--- src/rtl/series_det_ctrl.sv ---
// rtl/series_det_ctrl.sv - configurable serial series detector with start/fill/run/done sequencing
module series_det_ctrl #(
    parameter int LEN   = 3,
    parameter int CNT_W = 8
) (
    input  logic             clk,
    input  logic             rst,
    input  logic             cfg_valid,
    output logic             cfg_ready,
    input  logic [LEN-1:0]   cfg_pattern,
    input  logic             cfg_overlap,
    input  logic [CNT_W-1:0] cfg_limit,
    input  logic             start,
    input  logic             stop,
    input  logic             a,
    input  logic             in_valid,
    output logic             w,
    output logic             busy,
    output logic             done,
    output logic [CNT_W-1:0] match_cnt
);

    localparam int FW = (LEN > 2) ? $clog2(LEN) : 1;

    typedef enum logic [1:0] {
        ST_IDLE = 2'd0,
        ST_FILL = 2'd1,
        ST_RUN  = 2'd2,
        ST_DONE = 2'd3
    } state_t;

    state_t           state_q, state_d;
    logic [LEN-2:0]   hist_q, hist_d;
    logic [FW-1:0]    fill_q, fill_d;
    logic [LEN-1:0]   pat_q, pat_d;
    logic             ovl_q, ovl_d;
    logic [CNT_W-1:0] lim_q, lim_d;
    logic [CNT_W-1:0] cnt_q, cnt_d;
    logic             w_q, w_d;

    logic [LEN-1:0]   window;
    logic             match;
    logic [CNT_W-1:0] cnt_inc;

    // window holds the candidate series including the bit arriving this cycle
    assign window    = {hist_q, a};
    assign match     = (window == pat_q);
    assign cnt_inc   = (&cnt_q) ? cnt_q : cnt_q + 1'b1;

    assign cfg_ready = (state_q == ST_IDLE) || (state_q == ST_DONE);
    assign busy      = (state_q == ST_FILL) || (state_q == ST_RUN);
    assign done      = (state_q == ST_DONE);
    assign w         = w_q;
    assign match_cnt = cnt_q;

    always_comb begin
        state_d = state_q;
        hist_d  = hist_q;
        fill_d  = fill_q;
        pat_d   = pat_q;
        ovl_d   = ovl_q;
        lim_d   = lim_q;
        cnt_d   = cnt_q;
        w_d     = 1'b0;

        if (cfg_valid && cfg_ready) begin
            pat_d = cfg_pattern;
            ovl_d = cfg_overlap;
            lim_d = cfg_limit;
        end

        case (state_q)
            ST_IDLE, ST_DONE: begin
                if (start) begin
                    state_d = ST_FILL;
                    cnt_d   = '0;
                    hist_d  = '0;
                    fill_d  = '0;
                end
            end
            ST_FILL: begin
                if (in_valid) begin
                    hist_d = window[LEN-2:0];
                    fill_d = fill_q + 1'b1;
                    if (fill_q == FW'(LEN - 2))
                        state_d = ST_RUN;
                end
            end
            ST_RUN: begin
                if (in_valid) begin
                    hist_d = window[LEN-2:0];
                    if (match) begin
                        w_d   = 1'b1;
                        cnt_d = cnt_inc;
                        if (!ovl_q) begin
                            hist_d  = '0;
                            fill_d  = '0;
                            state_d = ST_FILL;
                        end
                        if ((lim_q != '0) && (cnt_inc == lim_q))
                            state_d = ST_DONE;
                    end
                end
            end
            default: state_d = ST_IDLE;
        endcase

        // abort overrides start and discards any match seen this cycle
        if (stop) begin
            state_d = ST_IDLE;
            w_d     = 1'b0;
            cnt_d   = cnt_q;
            hist_d  = hist_q;
            fill_d  = fill_q;
        end
    end

    always_ff @(posedge clk or negedge rst) begin
        if (!rst) begin
            state_q <= ST_IDLE;
            hist_q  <= '0;
            fill_q  <= '0;
            pat_q   <= '0;
            ovl_q   <= 1'b1;
            lim_q   <= '0;
            cnt_q   <= '0;
            w_q     <= 1'b0;
        end else begin
            state_q <= state_d;
            hist_q  <= hist_d;
            fill_q  <= fill_d;
            pat_q   <= pat_d;
            ovl_q   <= ovl_d;
            lim_q   <= lim_d;
            cnt_q   <= cnt_d;
            w_q     <= w_d;
        end
    end

endmodule

--- config.mk ---
export PLATFORM = sky130hd
export DESIGN_NAME = series_det_ctrl
export DESIGN_NICKNAME = d
export VERILOG_FILES = /design/src/rtl/series_det_ctrl.sv
export SDC_FILE = /design/constraint.sdc
export NUM_CORES = 1
export LEC_CHECK = 0
export BUFFER_PORTS_ARGS = -buffer_cell sky130_fd_sc_hd__buf_2
export CAP_MARGIN = 30
export CORE_MARGIN = 5
export CORE_UTILIZATION = 55
export CTS_CLUSTER_SIZE = 40
export DETAILED_ROUTE_END_ITERATION = 10
export PLACE_DENSITY = 0.88
export SLEW_MARGIN = 20
export SYNTH_ARGS = -nofsm -noshare
export SYNTH_HDL_FRONTEND = slang
export SYNTH_SLANG_ARGS = --single-unit
--- constraint.sdc ---
create_clock -name clk -period 2.64 [get_ports clk]
set_input_delay 0.792 -clock clk [delete_from_list [all_inputs] [get_ports clk]]
set_output_delay 0.792 -clock clk [all_outputs]
set_load 0.01 [all_outputs]
======== Yosys cells after proc, flatten, opt, wreduce, memory -nomap -nowiden ========
Index checks and enable logic that the tools add are counted.
word-level totals
  bits in registers ....................... 27
  bits in latches ......................... 0
  bits in writable memories ............... 0
  memory bits (read-only) ................. 0
  bits of input ports ..................... 19
  output and inout port bits .............. 12
  word-level logic and storage cells ...... 70
  memories ................................ 0
cells by class
  add/subtract/negate cells ............... 2
  $mul .................................... 0
  divide/modulo/power cells ............... 0
  order comparisons ....................... 0
  equality and inequality tests ........... 17
  shift operators ......................... 0
  mux-type cells .......................... 29
  bitwise gates (word level) .............. 1
  reduce and logical (&&, ||, !) cells .... 13
operators with widths
  kind                   count
  $mux W2                17
  $mux W8                4
  $pmux W2 S3            3
  $pmux W8 S2            1
  $ne A3 B3 Y1 const B   4
  $reduce_and A6 Y1      2
  $ne A2 B2 Y1 const B   5
  $add A8 B1 Y8 const B  1
  $eq A8 B8 Y1           1
  $reduce_and A8 Y1      1
  $reduce_bool A8 Y1     1
  $reduce_and A5 Y1      1
  $eq A2 B1 Y1 const B   2
  $eq A2 B2 Y1 const B   2
  $mux W1                4
  $ne A4 B3 Y1 const B   1
  $reduce_and A4 Y1      1
  $eq A3 B3 Y1           1
  $ne A3 B2 Y1 const B   1
  $add A2 B1 Y2 const B  1
  $logic_and A1 B1 Y1    2
  $logic_not A2 Y1       1
  $logic_or A1 B1 Y1     2
  $reduce_bool A2 Y1     1
  other kinds (2)        2

======== Longest topological paths before layout ========
  word-level depth ........................ 9
  gate-level depth with buffers ........... 9
  depth with buffers taken out ............ 9

======== Worst setup path after synthesis ========
No wires, ideal clock.
  kind .................................... flip-flop to flip-flop
  from .................................... register cnt_q[0] (netlist: match_cnt[0])
  to ...................................... register state_q[0]
  setup time .............................. 128 ps
  arrival ................................. 2222 ps
  required time ........................... 2512 ps
  setup slack ............................. 290 ps
  stages on the path, launching flop included .. 9
  path buffers ............................ 0
  period minus slack after synthesis ...... 2350 ps
  path through ............................ dfrtp_1 ha_1 nand4_1 nor2_1 mux2i_1 o2111a_1 nand4_2 a31oi_4 mux2_1
on the way
  longest elaborated chain between the ends .. 9
  elaborated cells between the ends (all ways) .. 12
  those cells by class .................... 1 x add/sub; 2 x eq/ne; 6 x mux; 3 x reduce/logical
RTL lines
  item                                                line  source
  from (decl)                                         38    logic [CNT_W-1:0] cnt_q, cnt_d;
  from (signal assigned)                              135   cnt_q <= cnt_d;
  $add A8 B1 Y8 or $reduce_and A8 Y1 (tied branches)  48    assign cnt_inc = (&cnt_q) ? cnt_q : cnt_q + 1'b1;
  $mux W8 (*)                                         48
  $eq A8 B8 Y1 (*)                                    100   if ((lim_q != '0) && (cnt_inc == lim_q))
  $logic_and A1 B1 Y1 (*)                             100
  $mux W2                                             100
  $mux W2                                             92    if (match) begin
  $mux W2                                             90    if (in_valid) begin
  $pmux W2 S3                                         72    case (state_q)
  $mux W2                                             109   if (stop) begin
  to (signal assigned)                                129   state_q <= state_d;
  to (decl)                                           32    state_t state_q, state_d;
Mark *: on every way between the ends. The rest lies on a longest branch, timed or not. The select of a mux whose other input is x is not followed.
A chain may end at the register's enable or synchronous reset.

======== Worst setup path in the final report ========
Ends and elaborated chain as after synthesis.

==> impl_metrics.toml <==
[run_status]
status = "finished clean"

[finish]
area_growth_syn_to_layout_pct = 11.9
post_layout_cell_count = 252
layout.area.seq_sq_um = 677
layout_common_cells = "buf_2, dfrtp_1, nand2_1, mux2_2"
fillers = 261
n_antenna_cell = 0
multi_input_area_sq_um = 963
mostFrequentLayoutCell = "buf_2"
final_nets = 233
layout-drive-gt1-share_pct = 28.8
post-route-cell-area_sq_um = 1920

[sta]
finalCritPeriodShare_pct = 94.6
finalMaxSlewViolations = 0
final.setup.tns_ns = 0
worst_hold_slack_after_final_layout_ns = 0.442
min_period_ns = 2.50
timing.final.hold_violations = 0
timing_worst_slew_pin_value_ns = 0.585
unrepaired_setup_endpoints_after_global_routing = "false"
timing.clock.skew_ns = 0.00436
slew-limit-headroom_pct = 61.0
setup-violations-final = 0
fmaxAchievable_mhz = 401

[placed_design]
placedCellCount = 248
place_congestion = 0.920
port_buffers = 30
dp.final_hpwl_um = 2820
placement.cell_area_sq_um = 1900

[worst_setup_path]
regToRegEndpoint = "state_q[0]"
crit_path_max_fanout = 8
timing_worst_setup_path_type = "reg -> reg"
cp_data_arrival_time_ns = 2.73
setup.reg_to_reg.worst_slack_ns = 0.14
worst_ep_required_time_ns = 2.87
worst-r2r-cell-count = 8
timing.critical_path.to_type = "register"
setup.worst_path.start_class = "register"
rr_startpoint = "match_cnt[0]"

[cts]
clk_latency_ns = 0.33
number_of_buffers_on_the_longest_clock_path = 2
clock_tree_from_tritoncts = "yes"
post_cts_buffers = 0
tritoncts.num_buffers = 3
cts_root_buf = "clkbuf_4"
cts-htree-levels = 1
clock-sinks = 27
clk_pin_slew_worst_paths_ns = 0.14

[floorplan]
initial_utilization_pct = 56.8
core-area_sq_um = 3030
boundaryPins = 31
core.rowCount = 20
chipHeight_um = 65.9
die_x_um = 65.9
total_die_area_sq_um = 4340

[yosys]
async_flop_share_pct = 100
ys_ff_latch = 27
synth.avg_cell_area_sq_um = 9.60
synth_cell_types = 50
netlist_area_sq_um = 1720
synthesis.instances = 179
synth_warnings = 0
synth_nets = 203
synthFlopType = "dfrtp_1"
synth-edff-count = 0
synth-seq-area-share_pct = 39.4

[power]
power_mw = 1.34
power_density_relative_to_cell_area_nw_per_um2 = 696
leakagePower_nw = 0.850
peakVddDrop_v = 0.000448

[route]
initialDrtViolationCount = 66
postRouteWirelength_um = 3640
drt-pass1-iter-count = 4
remaining_drc_errors = 0
postRouteAntennaNets = 0
routedWlPerCell_um = 14.4
vias = 1467
vias_per_cell = 5.82

[run]
timing.max_cap.violations = 0

[global_routing]
grt_pass1_wl_um = 6200
grt_pass1_vias = 1419
grt_max_degree = 28
overflow_after_grt = 0
number_of_antenna_violations_at_the_first_check_in_global_routing = 0
aggregate_global_route_resource_usage_pct = 18.3

[min_path]
hold_class = "in -> async"
[cells by family after synthesis]
logic type	share of synthesized area [%]
AOI/OAI and AO/OA	17.7
xor gates and xnor gates	4.08
adders and majority gates	3.64
buffers and inverters	4.73
DFF	39.4
muxes	11.1
and+or+nand+nor	19.4
[where the power goes]
part	leakage, nW	switching (mW)	total, mW	internal [mW]
sequential	0.346	0.116	0.645	0.529
clock	0.0150	0.120	0.180	0.0593
combinational	0.489	0.251	0.515	0.264
total	0.850	0.487	1.34	0.853
[registers in the layout (all words and copies together), names as in the netlist]
| name | cells |
|---|---|
| fill_q | 2 |
| match_cnt | 8 |
| ovl_q | 1 |
| pat_q | 3 |
| state_q | 2 |
| hist_q | 2 |
| lim_q | 8 |
| w | 1 |
[worst max-delay path by stage]
stage | startpoint | slack, ns | cells after the start | to
2_1_floorplan | match_cnt[0] | 0.29 | 8 | state_q[0]
3_3_place_gp | match_cnt[0] | 0.23 | 8 | state_q[1]
3_5_place_dp | match_cnt[0] | 0.14 | 8 | state_q[0]
4_1_cts | match_cnt[0] | 0.12 | 8 | state_q[0]
5_1_grt | match_cnt[0] | 0.05 | 8 | state_q[0]
6_report | match_cnt[0] | 0.14 | 8 | state_q[0]
[synthesized netlist by cell type (2+ instances only)]
cell	count	share of area, %
dfrtp_1	26	38
nand2_1	18	3.9
mux2_2	14	9.2
nor2_1	12	2.6
a21oi_1	11	3.2
inv_1	10	2.2
o21ai_0	9	2.6
xnor2_1	7	3.6
ha_1	5	3.6
nand2b_1	5	1.8
nand3_1	5	1.5
nor4_1	4	1.5
a41oi_1	3	1.5
and4_1	3	1.5
a31oi_1	2	0.73
and3_1	2	0.73
buf_2	2	0.58
buf_4	2	0.87
clkbuf_1	2	0.44
mux2_1	2	1.3
nand4_1	2	0.73
nor3_1	2	0.58
o21ai_2	2	1.0
o31ai_1	2	0.87
or3_1	2	0.73
[layout make-up]
| type | instances | share of cell area (%) |
|---|---|---|
| Multi-Input combinational cell | 135 | 50.1 |
| Sequential cell | 27 | 35.2 |
| Timing Repair Buffer | 32 | 8.58 |
| Tap cell | 44 | 2.86 |
| Inverter | 10 | 1.95 |
| Clock buffer | 4 | 1.37 |
[critical path, cell delays in order, from the launching register on]
cell	delay [ns]
dfrtp_1	0.48
ha_1	0.35
and4_1	0.29
a21oi_1	0.09
xor2_1	0.16
a311oi_2	0.31
nand4_2	0.17
a31oi_4	0.22
mux2_1	0.34
[per-stage QoR]
| step | setup slack (ns) | utilization [%] |
|---|---|---|
| 2_1_floorplan | 0.290 | - |
| 3_3_place_gp | 0.230 | 62.6 |
| 3_5_place_dp | 0.135 | 62.6 |
| 4_1_cts | 0.118 | 63.5 |
| 5_1_grt | 0.0459 | 63.6 |
| 6_report | 0.143 | 63.6 |
[timing repair]
item                       CTS  global route
setup endpoints to repair    0             2
resized for setup            0             1
hold buffers                 0             0
hold endpoints to repair     0             0
[layer usage]
layer / routed length, um / GRT usage (%) / part of all wire [%] / up-vias
met4: 61 / 8.03 / 1.7 / 0
met2: 1770 / 30.0 / 49 / 49
met5: 0 / 0 / 0 / -
met1: 1590 / 23.9 / 44 / 707
met3: 218 / 2.21 / 6.0 / 5
li1: - / - / - / 706
Power figures use the tool's default switching activity.
